===== src/rtl/reg_fault_array_if.sv =====
`default_nettype none
// +-----------------------------------------------------------------------------+
// | Module      : reg_fault_array_if                                            |
// | Description : Control/status bundle between the fault-injection bench and   |
// |               the laser-target register array.                              |
// | Revision    : 1.0 - initial release                                         |
// +-----------------------------------------------------------------------------+
interface reg_fault_array_if #(
  parameter int N_REGS = 8,
  parameter int CNT_W  = 32
);
  localparam int IDX_W = $clog2(N_REGS);

  logic [N_REGS-1:0] en;
  logic [1:0]        mode;
  logic [N_REGS-1:0] seed;
  logic              load;
  logic              clear_flags;
  logic [N_REGS-1:0] regs;
  logic [N_REGS-1:0] fault;
  logic              fault_any;
  logic [CNT_W-1:0]  fault_cycle;
  logic [IDX_W-1:0]  fault_idx;
  logic [CNT_W-1:0]  cycle_cnt;

  // Bench / board side: drives controls, observes status
  modport master (
    output en, mode, seed, load, clear_flags,
    input  regs, fault, fault_any, fault_cycle, fault_idx, cycle_cnt
  );

  // Register-array side
  modport slave (
    input  en, mode, seed, load, clear_flags,
    output regs, fault, fault_any, fault_cycle, fault_idx, cycle_cnt
  );
endinterface
`default_nettype wire


===== src/rtl/reg_fault_array.sv =====
`default_nettype none
// +-----------------------------------------------------------------------------+
// | Module      : reg_fault_array                                               |
// | Description : Target register array with a golden shadow copy, per-cycle    |
// |               mismatch detector, sticky fault flags and first-fault capture.|
// | Revision    : 1.0 - initial release                                         |
// +-----------------------------------------------------------------------------+
module reg_fault_array #(
  parameter int N_REGS = 8,
  parameter int CNT_W  = 32
) (
  input  wire logic          clk,
  input  wire logic          rst,
  reg_fault_array_if.slave   bus
);
  localparam int IDX_W = $clog2(N_REGS);

  localparam logic [1:0] C_MODE_CLEAR  = 2'b00;
  localparam logic [1:0] C_MODE_TOGGLE = 2'b01;
  localparam logic [1:0] C_MODE_HOLD   = 2'b10;

  // Targets and shadow must stay physically distinct so an upset in one copy
  // is observable against the other.
  (* dont_touch = "true", keep = "true" *) logic [N_REGS-1:0] r_regs;
  (* dont_touch = "true", keep = "true" *) logic [N_REGS-1:0] r_shadow;

  logic [N_REGS-1:0] r_fault;
  logic              r_fault_any;
  logic [CNT_W-1:0]  r_fault_cycle;
  logic [IDX_W-1:0]  r_fault_idx;
  logic [CNT_W-1:0]  r_cycle_cnt;

  logic [N_REGS-1:0] w_regs_nxt;
  logic [N_REGS-1:0] w_shadow_nxt;
  logic [N_REGS-1:0] w_mism;
  logic [IDX_W-1:0]  w_low_idx;
  logic              w_capture;
  logic [N_REGS-1:0] w_fault_nxt;
  logic              w_fault_any_nxt;
  logic [CNT_W-1:0]  w_fault_cycle_nxt;
  logic [IDX_W-1:0]  w_fault_idx_nxt;
  logic [CNT_W-1:0]  w_cycle_cnt_nxt;

  // Shared next-state rule; each copy feeds back only its own value.
  function automatic logic [N_REGS-1:0] f_next(
    input logic [N_REGS-1:0] x,
    input logic              ld,
    input logic [1:0]        md,
    input logic [N_REGS-1:0] sd,
    input logic [N_REGS-1:0] e
  );
    logic [N_REGS-1:0] y;
    if (ld) begin
      y = sd;
    end else begin
      case (md)
        C_MODE_CLEAR:  y = '0;
        C_MODE_TOGGLE: y = e & ~x;
        C_MODE_HOLD:   y = x;
        default:       y = {x[N_REGS-2:0], x[N_REGS-1]};
      endcase
    end
    return y;
  endfunction

  // Next values for both register copies
  always_comb begin
    w_regs_nxt   = f_next(r_regs,   bus.load, bus.mode, bus.seed, bus.en);
    w_shadow_nxt = f_next(r_shadow, bus.load, bus.mode, bus.seed, bus.en);
  end

  assign w_mism = r_regs ^ r_shadow;

  // Lowest mismatching bit index (scan from the top so the lowest wins)
  always_comb begin
    w_low_idx = '0;
    for (int i = N_REGS - 1; i >= 0; i--) begin
      if (w_mism[i]) w_low_idx = IDX_W'(i);
    end
  end

  // Flag, capture and counter update; a live mismatch overrides clear_flags
  always_comb begin
    w_capture         = (|w_mism) && (bus.clear_flags || !r_fault_any);
    w_fault_nxt       = bus.clear_flags ? w_mism : (r_fault | w_mism);
    w_fault_any_nxt   = |w_fault_nxt;
    w_fault_cycle_nxt = r_fault_cycle;
    w_fault_idx_nxt   = r_fault_idx;
    if (w_capture) begin
      w_fault_cycle_nxt = r_cycle_cnt;
      w_fault_idx_nxt   = w_low_idx;
    end else if (bus.clear_flags) begin
      w_fault_cycle_nxt = '0;
      w_fault_idx_nxt   = '0;
    end
    if (bus.clear_flags) begin
      w_cycle_cnt_nxt = '0;
    end else if (r_cycle_cnt == {CNT_W{1'b1}}) begin
      w_cycle_cnt_nxt = r_cycle_cnt;
    end else begin
      w_cycle_cnt_nxt = r_cycle_cnt + 1'b1;
    end
  end

  // State registers, cleared asynchronously
  always_ff @(posedge clk or posedge rst) begin
    if (rst) begin
      r_regs        <= '0;
      r_shadow      <= '0;
      r_fault       <= '0;
      r_fault_any   <= 1'b0;
      r_fault_cycle <= '0;
      r_fault_idx   <= '0;
      r_cycle_cnt   <= '0;
    end else begin
      r_regs        <= w_regs_nxt;
      r_shadow      <= w_shadow_nxt;
      r_fault       <= w_fault_nxt;
      r_fault_any   <= w_fault_any_nxt;
      r_fault_cycle <= w_fault_cycle_nxt;
      r_fault_idx   <= w_fault_idx_nxt;
      r_cycle_cnt   <= w_cycle_cnt_nxt;
    end
  end

  assign bus.regs        = r_regs;
  assign bus.fault       = r_fault;
  assign bus.fault_any   = r_fault_any;
  assign bus.fault_cycle = r_fault_cycle;
  assign bus.fault_idx   = r_fault_idx;
  assign bus.cycle_cnt   = r_cycle_cnt;

endmodule
`default_nettype wire


===== src/flat_wrapper.sv =====
// flat-port wrapper written by rule: the top's interface ports become plain ports
module reg_fault_array_flat 
#(
  parameter int N_REGS = 8,
  parameter int CNT_W  = 32
)
  (clk, rst, bus_en, bus_mode, bus_seed, bus_load, bus_clear_flags, bus_regs, bus_fault, bus_fault_any, bus_fault_cycle, bus_fault_idx, bus_cycle_cnt);
  reg_fault_array_if #(.N_REGS(N_REGS), .CNT_W(CNT_W)) bus_i ();
  input  wire logic clk;
  input  wire logic rst;
  input wire logic [$bits(bus_i.en)-1:0] bus_en;
  input wire logic [$bits(bus_i.mode)-1:0] bus_mode;
  input wire logic [$bits(bus_i.seed)-1:0] bus_seed;
  input wire logic [$bits(bus_i.load)-1:0] bus_load;
  input wire logic [$bits(bus_i.clear_flags)-1:0] bus_clear_flags;
  output wire logic [$bits(bus_i.regs)-1:0] bus_regs;
  output wire logic [$bits(bus_i.fault)-1:0] bus_fault;
  output wire logic [$bits(bus_i.fault_any)-1:0] bus_fault_any;
  output wire logic [$bits(bus_i.fault_cycle)-1:0] bus_fault_cycle;
  output wire logic [$bits(bus_i.fault_idx)-1:0] bus_fault_idx;
  output wire logic [$bits(bus_i.cycle_cnt)-1:0] bus_cycle_cnt;
  assign bus_i.en = bus_en;
  assign bus_i.mode = bus_mode;
  assign bus_i.seed = bus_seed;
  assign bus_i.load = bus_load;
  assign bus_i.clear_flags = bus_clear_flags;
  assign bus_regs = bus_i.regs;
  assign bus_fault = bus_i.fault;
  assign bus_fault_any = bus_i.fault_any;
  assign bus_fault_cycle = bus_i.fault_cycle;
  assign bus_fault_idx = bus_i.fault_idx;
  assign bus_cycle_cnt = bus_i.cycle_cnt;
  reg_fault_array #(.N_REGS(N_REGS), .CNT_W(CNT_W)) u_core (.clk(clk), .rst(rst), .bus(bus_i));
endmodule

===== config.mk =====
export PLATFORM = sky130hd
export DESIGN_NAME = reg_fault_array_flat
export DESIGN_NICKNAME = d
export VERILOG_FILES = /design/src/rtl/reg_fault_array_if.sv /design/src/rtl/reg_fault_array.sv /design/src/flat_wrapper.sv
export SDC_FILE = /design/constraint.sdc
export NUM_CORES = 1
export LEC_CHECK = 0
export BUFFER_PORTS_ARGS = -buffer_cell sky130_fd_sc_hd__clkbuf_2
export CORE_ASPECT_RATIO = 0.5
export CORE_MARGIN = 10
export CORE_UTILIZATION = 35
export CTS_CLUSTER_DIAMETER = 50
export DETAILED_ROUTE_END_ITERATION = 8
export GPL_TIMING_DRIVEN = 0
export RECOVER_POWER = 25
export SLEW_MARGIN = 40
export SYNTH_ARGS = -nofsm -noshare
export SYNTH_HDL_FRONTEND = slang
export SYNTH_SLANG_ARGS = --single-unit

===== constraint.sdc =====
create_clock -name clk -period 8.35 [get_ports clk]
set_clock_uncertainty 0.2 [all_clocks]
set_input_delay 0.4175 -clock clk [delete_from_list [all_inputs] [get_ports clk]]
set_output_delay 0.4175 -clock clk [all_outputs]
set_load 0.03 [all_outputs]

# --- Word level (Yosys, flattened, before mapping) ---
# Index checks and enable logic that the tools add are counted.
totals:
  regBits: 92
  inputBits: 22
  elab_cells: 45
op_classes:
  n_addsub: 1
  n_eq_ne: 5
  muxes: 19
  n_bitwise: 6
  n_reduce_logical: 7
ops:
  columns: ["cell", "count"]
  rows:
  - ["32-bit 2-to-1 mux", 4]
  - ["8-bit case mux with 3 select lines", 2]
  - ["32-bit by 1-bit adder with 32-bit output (second input constant)", 1]
  - ["32-bit equality test (second input constant)", 1]
  - ["3-bit 2-to-1 mux", 10]
  - ["8-bit 2-to-1 mux", 3]
  - ["8-bit bitwise AND", 2]
  - ["8-bit inverter", 2]
  - ["8-bit OR reduction", 2]
  - ["8-bit OR", 1]
  - ["8-bit XOR", 1]
  - ["2-bit != test (second input constant)", 2]
  - ["2-bit by 1-bit equality test with 1-bit output (second input constant)", 1]
  - ["2-bit equality test (second input constant)", 1]
  - ["2-bit logical NOT", 1]
  - ["2-bit nonzero test", 1]
  - ["1-bit logical AND", 1]
  - ["1-bit logical NOT", 1]
  - ["1-bit logical OR", 1]

# --- Longest topological paths before layout ---
# Gate-level depths: netlist of the first run.
logic_depth:
  ltp_word: 10
  ltp_mapped: 8

# --- Worst setup path after synthesis of the first run ---
# Ideal clock, no wire load.
synth_timing:
  path_kind: "register -> register"
  startpoint: "reg u_core.r_cycle_cnt[9], in the netlist u_core.bus.cycle_cnt[9]"
  endpoint: "reg u_core.r_cycle_cnt[29], in the netlist u_core.bus.cycle_cnt[29]"
  setup_time_ps: 78
  t_arrival_ps: 2404
  t_required_ps: 8072
  slack_ps: 5667
  path_stages_with_launch: 8
  n_path_buf: 2
  path_cell_list: "dfrtp_1 > buf_2 > nand4_1 > or3_1 > buf_6 > or4_4 > or4_1 > a21oi_1"
synth_between:
  elab_chain_len: 3
  word_cells_on_any_way: 5
  classes_between: "1 x add/sub; 2 x eq/ne; 2 x mux"
synth_rtl:
  columns: ["item", "line", "source"]
  rows:
  - ["start, declared", "reg_fault_array.sv:31", "logic [CNT_W-1:0] r_cycle_cnt;"]
  - ["start signal, assigned", "reg_fault_array.sv:122", "r_cycle_cnt <= w_cycle_cnt_nxt;"]
  - ["32-bit by 1-bit adder with 32-bit output", "reg_fault_array.sv:101", "w_cycle_cnt_nxt = r_cycle_cnt + 1'b1;"]
  - ["32-bit 2-to-1 mux", "reg_fault_array.sv:98", "end else if (r_cycle_cnt == {CNT_W{1'b1}}) begin"]
  - ["32-bit 2-to-1 mux", "reg_fault_array.sv:96", "if (bus.clear_flags) begin"]
# Parallel ways exist; a longest one is shown, timed or not. The select of a mux whose other input is x is not followed.
# A chain may end at the register's enable or synchronous reset.

# --- Worst setup path in the final report of the first run ---
layout_timing:
  startpoint: "reg u_core.r_cycle_cnt[16], in the netlist u_core.bus.cycle_cnt[16]"
  endpoint: "reg u_core.r_cycle_cnt[9], in the netlist u_core.bus.cycle_cnt[9]"
layout_between:
  elab_chain_len: 2
layout_rtl:
  columns: ["item", "line"]
  rows:
  - ["32-bit equality test", "reg_fault_array.sv:98"]
  - ["2-bit != test (no source line)", null]
# Every way passes these cells.

==> reports/results.tsv, run 1 <==
stage	metric	value	unit
setup_path	crit path max fanout	10	
grt	GRT Total Usage	0.145	
cells_and_area	fill count	1297	
yosys	Commonest cells post-synth	nand2_1 (111), dfrtp_1 (92), o21ai_0 (81)	
clock_tree	clock sinks	92	
grt	vias in the first global route	4147	
clock_tree	total CTS buffers	9	
clock_tree	worst-skew pair later-pin latency	0.34	ns
placed_design	hpwl dp	9.66	mm
yosys	syn_nets	542	
yosys	largest area contributor in the netlist	dfrtp_1	
die	Initial Utilization	0.362	
yosys	top-count cell post-synth	nand2_1	
sta	slew at the pin closest to its max-slew limit	1.58	ns
die	FP Rows	29	
placed_design	# port buffers	104	
yosys	Async S/R FF share, synth	1.00	
power_and_ir_drop	Pwr Density	191	mW/mm2
detailed_routing	total routed wirelength	13.2	mm
cells_and_area	final net count	659	
power_and_ir_drop	Combinational Power Share	0.157	
setup_path	Buf+Inv Stages, Crit Path	2	
setup_path	CP Launch Type	register	
detailed_routing	initial drt markers	220	
grt	pin count of the biggest net entering global routing	61	
setup_path	Crit. End Element	register	
yosys	Synth cell types	46	
sta	fin crit share	0.342	
clock_tree	CTS H-Tree Depth	3	
yosys	Post-Syn Area	0.00464	mm2
yosys	largest cells by area after synthesis	dfrtp_1 (50%), nand2_1 (9.0%), o21ai_0 (8.7%), xnor2_1 (3.4%), nor2_1 (2.1%)	
yosys	top_reg_cell synth	dfrtp_1	
power_and_ir_drop	Net Sw Frac	0.296	
detailed_routing	detailed-route via count	4165	
yosys	Seq cells post-synth	92	
sta	RSZ-0062 raised after global routing	false	
yosys	Mapped Cells	519	
sta	fin crit period	2.85	ns
sta	final setup vio count	0	
yosys	synthesized area per cell	8.94	um2
sta	fmax	351	MHz
sta	final setup TNS	0	ns
sta	relative slew slack	-0.0625	
placed_design	gp weighted congestion	0.797	
yosys	Syn. warnings	0	
setup_path	Req. time, crit path	8.41	ns
power_and_ir_drop	Int Pwr	0.768	mW
setup_path	critical path's top delay family	simple AND/OR/NAND/NOR gates	
sta	hold_ws	0.191	ns
clock_tree	CTS max path bufs	2	
cells_and_area	Syn-to-layout area delta	23.1	%
yosys	sequential area share after synthesis	0.496	
setup_path	launch point of the critical path	u_core.bus.cycle_cnt[16]	
power_and_ir_drop	Clock power frac	0.391	
power_and_ir_drop	Psw	0.322	mW
clock_tree	CTS clk-pin slew, worst paths	0.07	ns
setup_path	critical-path cell list	nand4_1, nor4_2, a21bo_2, buf_4, buf_2, o21ai_0, a21oi_1	
setup_path	worst setup path category	reg -> reg	
sta	Hold Violations, Final	0	
run_status	status	finished with violations	
detailed_routing	via/cell ratio	5.14	
die	core area	0.0128	mm2
detailed_routing	Antenna Nets Post-Route	0	
yosys	Post-synth EDFFs	0	
setup_path	Critical Path AT	2.91	ns
clock_tree	CTS tree	yes	
die	I/O pin count	106	
detailed_routing	Routed WL per cell	16.3	um
setup_path	RR Startpoint	u_core.bus.cycle_cnt[16]	
clock_tree	CTS Root Cell	clkbuf_16	
sta	Pins Over Slew Limit	33	
yosys	top-area cell type share of the netlist area	0.496	
grt	first-pass GRT wire length	22.2	mm
setup_path	Worst path slowest cell	nor4_2	
power_and_ir_drop	Total Power	1.09	mW
run_status	violated checks	max-capacitance violations, max-slew violations	
die	Die Wd	183	um
job	Max Cap Viol	1	
setup_path	slowest stage delay, CP	0.68	ns
power_and_ir_drop	Sequential Power Share	0.452	
die	total die area	0.0185	mm2
grt	GRT Residual Overflow	0	
detailed_routing	Post-route DRC	0	
min_path	min-delay src	bus_seed[6]	
power_and_ir_drop	Leakage	2.52	nW
min_path	Hold Path Class	in -> reg	
die	die height	101	um
grt	initial antenna violation count	0	
power_and_ir_drop	Max rail drop VDD	0.0818	mV
cells_and_area	share of post-route cells with drive strength above 1	0.234	
cells_and_area	diode count	0	
detailed_routing	drt first pass iters	4	
## cells in the final DEF, fill, tap and decap left out, types with 2 or more instances in the layout
cell,netlist,final
dlygate4sd3_1,1,2
or4_2,4,4
buf_4,9,9
or4_1,4,4
nor3_1,4,4
nor2b_1,5,5
o21ai_0,81,81
nor3b_1,9,9
a21oi_1,19,19
or2_2,3,3
nor4_1,7,7
clkbuf_1,24,26
mux2_2,3,3
o31ai_1,13,13
inv_6,0,2
a22oi_1,2,2
buf_2,2,2
nor2_1,26,26
inv_1,8,7
nand2_1,111,111
a211oi_1,5,5
nand3_1,11,11
clkinv_4,0,2
xnor2_1,18,18
mux2i_1,6,6
a21o_1,9,9
nand4_1,9,9
xor2_1,8,8
or3_2,2,2
dfrtp_1,92,92
clkbuf_2,0,103
or3_1,6,6
clkbuf_16,0,9
## power by group through the flow
stage | Combinational, mW | Clock [mW] | Sequential (mW)
finish | 0.171 | 0.426 | 0.493
global route | 0.191 | 0.455 | 0.497
CTS | 0.176 | 0.440 | 0.493
detailed placement | 0.175 | 0 | 0.501
global placement | 0.172 | 0 | 0.500
floorplan | 0.0909 | 0 | 0.524
## area by class of cell
class,instances,area (um2),area share
timing repair buffer,106,557,0.0974
clock buffer,10,239,0.0418
clock inverter,6,70.1,0.0123
tap,170,213,0.0372
sequential,92,2300,0.403
multi-input combinational,380,2110,0.369
inverter,8,31.3,0.00547
buffer,39,196,0.0344
## per-stage QoR
step,instance area [um2],utilization,instances,setup slack [ns]
finish,5710,0.446,811,5.50
global route,5710,0.446,811,5.23
CTS,5730,0.447,811,5.46
detailed placement,5410,0.422,794,5.53
global placement,5380,0.420,793,4.11
floorplan,4640,-,519,5.34
## logic make-up (layout without fill, tap and decap cells)
group                    Yosys count  after routing  synth area share
AND/OR/NAND/NOR                  210            210             0.218
AO/OA/AOI/OAI                    134            134             0.164
flip-flops                        92             92             0.496
buffers and inverters             47            169            0.0504
XOR/XNOR                          26             26            0.0491
multiplexers                       9              9            0.0202
adder cells (fa/ha/maj)            1              1           0.00269
## final timing paths
path	depth (start not counted)	slack [ns]	endpoint
min in group asynchronous	3	0.79	u_core.bus.fault_cycle[25]
setup / recovery	7	5.50	u_core.bus.cycle_cnt[9]
setup reg to reg	7	5.50	u_core.bus.cycle_cnt[9]
max in group asynchronous	4	6.26	u_core.bus.cycle_cnt[0]
hold reg to reg	1	0.30	u_core.bus.fault[7]
hold / removal	3	0.19	u_core.r_shadow[6]
## registers in the layout, indices dropped and copies added (netlist names)
signal and cells:
u_core.bus.cycle_cnt 32, u_core.bus.fault_cycle 32, u_core.bus.fault 8, u_core.bus.regs 8, u_core.r_shadow 8, u_core.bus.fault_idx 3, u_core.bus.fault_any 1
## repair_timing
action | 4_1_cts | 5_1_grt
hold buffers | 1 | 0
hold endpoints to repair | 32 | 0
resized for setup | 0 | 0
setup buffers | 0 | 0
## routing by layer
layer | up-vias | global-route usage | share of wire
met1 | 2015 | 0.191 | 0.47
met2 | 103 | 0.232 | 0.46
met3 | 10 | 0.0363 | 0.052
met4 | 0 | 0.0444 | 0.013
met5 | - | 0 | 0
li1 | 2037 | - | -
## worst register-to-register path: stages (launching register included)
cell and delay, ns:
dfrtp_1 0.49, nand4_1 0.27, nor4_2 0.68, a21bo_2 0.35
buf_4 0.21, buf_2 0.27, o21ai_0 0.14, a21oi_1 0.16
Note: power is estimated with default switching activity, not from simulation.
==> run 2: changes to the inputs <==
ABC_AREA = 1   (was unset)
clock period = 2.7 ns   (was 8.35 ns; I/O delays follow)
==> reports/results.tsv, run 2 <==
stage	metric	value	unit	change
clock_tree	CTS clk-pin slew, worst paths	0.07	ns	about the same
run_status	violated checks	negative hold slack		
grt	pin count of the biggest net entering global routing	26		-57%
clock_tree	CTS Root Cell	clkbuf_16		
setup_path	critical path's top delay family	simple AND/OR/NAND/NOR gates		
sta	hold_ws	-0.00224	ns	-0.193 ns
sta	final setup TNS	0	ns	unchanged
setup_path	crit path max fanout	6		-4
sta	slew at the pin closest to its max-slew limit	1.36	ns	-0.227 ns
detailed_routing	Routed WL per cell	16.3	um	about the same
yosys	Syn. warnings	0		unchanged
setup_path	Req. time, crit path	2.73	ns	-5.68 ns
run_status	status	finished with violations		
grt	vias in the first global route	4831		+16%
grt	routing usage on met3	0.0412		+0.00489
placed_design	gp weighted congestion	0.937		+18%
grt	GRT Total Usage	0.170		+0.0250
cells_and_area	share of post-route cells with drive strength above 1	0.218		-0.0159
yosys	Synth cell types	30		-35%
detailed_routing	initial drt markers	380		+73%
placed_design	placed cell count	947		+19%
placed_design	# port buffers	104		unchanged
yosys	Post-synth EDFFs	0		unchanged
min_path	min-delay src	bus_seed[6]		
sta	fmax	430	MHz	+23%
sta	relative slew slack	0.0949		+0.157
sta	fin crit period	2.32	ns	-0.529 ns
placed_design	Placement Setup Slack	0.399	ns	-5.14 ns
cells_and_area	commonest non-fill, non-tap cell in the layout	nand2_1		
setup_path	slowest stage delay, CP	0.51	ns	-0.17 ns
setup_path	Stages on worst setup path	8		+1
grt	first-pass GRT wire length	26.1	mm	+18%
setup_path	CP Launch Type	register		
grt	GR Util met1	0.219		+0.0273
die	die height	103	um	+1.7%
power_and_ir_drop	Total Power	3.54	mW	+220%
sta	final setup vio count	0		unchanged
power_and_ir_drop	Leakage	2.95	nW	+17%
setup_path	RR Startpoint	u_core.bus.cycle_cnt[0]		
setup_path	Buf+Inv Stages, Crit Path	1		-1
power_and_ir_drop	Pwr Density	577	mW/mm2	+200%
min_path	worst hold path depth	5		+2
sta	RSZ-0062 raised after global routing	false		
clock_tree	clock sinks	92		unchanged
setup_path	worst r2r dst	u_core.bus.cycle_cnt[30]		
setup_path	Crit. End Element	register		
cells_and_area	final net count	802		+22%
placed_design	Post-DP Area	0.00570	mm2	+5.3%
yosys	top_reg_cell synth	dfrtp_1		
die	I/O pin count	106		unchanged
setup_path	Worst path slowest cell	dfrtp_1		
setup_path	worst reg2reg path depth	8		+1
die	Initial Utilization	0.357		-0.00525
detailed_routing	total routed wirelength	15.9	mm	+20%
clock_tree	CTS H-Tree Depth	3		unchanged
yosys	top-count cell post-synth	nand2_1		
sta	fin crit share	0.860		+0.519
die	Die Wd	186	um	+1.9%
detailed_routing	Post-route DRC	0		unchanged
sta	Pins Over Slew Limit	0		-100%
cells_and_area	Finished Layout Cells	976		+20%
job	Max Cap Viol	0		-1
detailed_routing	detailed-route via count	4746		+14%
die	core area	0.0136	mm2	+5.8%
min_path	Hold Path Class	in -> reg		
clock_tree	CTS max path bufs	2		unchanged
setup_path	worst setup path category	reg -> reg		
yosys	largest cells by area after synthesis	dfrtp_1 (48%), nand2_1 (15%), nand3_1 (7.9%), o21ai_0 (5.9%), nor2_1 (4.7%)		
yosys	synthesized area per cell	7.48	um2	-16%
clock_tree	total CTS buffers	9		unchanged
yosys	syn_nets	670		+24%
die	total die area	0.0192	mm2	+3.6%
min_path	Hold Path Sink	u_core.bus.regs[6]		
detailed_routing	Antenna Nets Post-Route	0		unchanged
yosys	Seq cells post-synth	92		unchanged
cells_and_area	diode count	0		unchanged
yosys	Post-Syn Area	0.00484	mm2	+4.3%
yosys	Async S/R FF share, synth	1.00		unchanged
placed_design	hpwl dp	12.4	mm	+28%
grt	busiest grt layer	met2		
cells_and_area	commonest cells after routing, fill and taps aside	nand2_1 (193), clkbuf_2 (105), dfrtp_1 (92), nand3_1 (76), nor2_1 (61)		
clock_tree	post-CTS resize count	0		unchanged
cells_and_area	Syn-to-layout area delta	26.9	%	
yosys	Mapped Cells	647		+25%
clock_tree	worst-skew pair later-pin latency	0.34	ns	about the same
die	FP Rows	30		+3.4%
yosys	top-area cell type share of the netlist area	0.476		-0.0203
sta	final setup margin	0.377	ns	-5.12 ns
yosys	sequential area share after synthesis	0.476		-0.0203
setup_path	reg2reg setup slack	0.38	ns	-5.12 ns
power_and_ir_drop	Max rail drop VDD	0.261	mV	+220%
setup_path	critical-path cell list	ha_1, nand3_2, nor2_2, inv_1, nor2_1, nand3_1, nand3_1, nand2_1		
yosys	largest area contributor in the netlist	dfrtp_1		
setup_path	Critical Path AT	2.35	ns	-0.56 ns
clock_tree	CTS tree	yes		
setup_path	Worst path most repeated cell	nand3_1		
detailed_routing	via/cell ratio	4.86		-5.3%
cells_and_area	design area	0.00614	mm2	+7.5%
grt	initial antenna violation count	0		unchanged
cells_and_area	Final Core Density	0.453		+0.00706
grt	GR Util met2	0.287		+0.0552
detailed_routing	drt first pass iters	5		+1
grt	GRT Residual Overflow	0		unchanged
yosys	Commonest cells post-synth	nand2_1 (193), dfrtp_1 (92), nand3_1 (76)		
sta	Hold Violations, Final	1		+1
-- run 2: layout make-up --
class	count	area, um2
tap	192	240
clock inverter	3	90.1
sequential	92	2300
timing repair buffer	121	689
fill	1393	7410
multi-input combinational	456	2090
buffer	32	194
clock buffer	13	280
inverter	67	254
-- run 2: repair_timing --
action / 4_1_cts / 5_1_grt
endpoints found under the hold margin: 94 / 0
hold buffers: 13 / 0
buffers inserted: 0 / 0
-- run 2: cells by family (layout without fill, tap and decap cells) --
family,after synthesis,count (layout),share of synthesized area
compound gates,105,105,0.126
fa+ha+maj,1,1,0.00258
buf+inv,99,236,0.0923
flops,92,92,0.476
simple gates,350,350,0.304
-- run 2: worst max path at each step --
| stage | slack [ns] | from | end |
|---|---|---|---|
| floorplan | 0.76 | u_core.bus.cycle_cnt[0] | u_core.bus.cycle_cnt[0] |
| global placement | 0.40 | u_core.bus.cycle_cnt[0] | u_core.bus.cycle_cnt[30] |
| detailed placement | 0.40 | u_core.bus.cycle_cnt[0] | u_core.bus.cycle_cnt[30] |
| CTS | 0.38 | u_core.bus.cycle_cnt[0] | u_core.bus.cycle_cnt[30] |
| global route | 0.12 | rst | u_core.bus.fault_cycle[18] |
| finish | 0.38 | u_core.bus.cycle_cnt[0] | u_core.bus.cycle_cnt[30] |
-- run 2: routing by layer --
metal | routed length, um | up-vias | share of wire
met5 | 0 | - | 0
met4 | 147 | 0 | 0.0093
met3 | 906 | 11 | 0.057
met2 | 7370 | 146 | 0.46
met1 | 7440 | 2226 | 0.47
li1 | - | 2363 | -
-- run 2: where the power goes --
part | switching [mW] | total [mW] | internal [mW]
Clock | 0.549 | 1.56 | 1.01
Sequential | 0.0540 | 1.49 | 1.44
Combinational | 0.340 | 0.493 | 0.154
-- run 2: worst min-delay path, cell delays in order --
cell and delay (ns):
clkbuf_2 0.07, nand2_1 0.05, o21ai_0 0.08, a41oi_1 0.05, o21ai_1 0.11
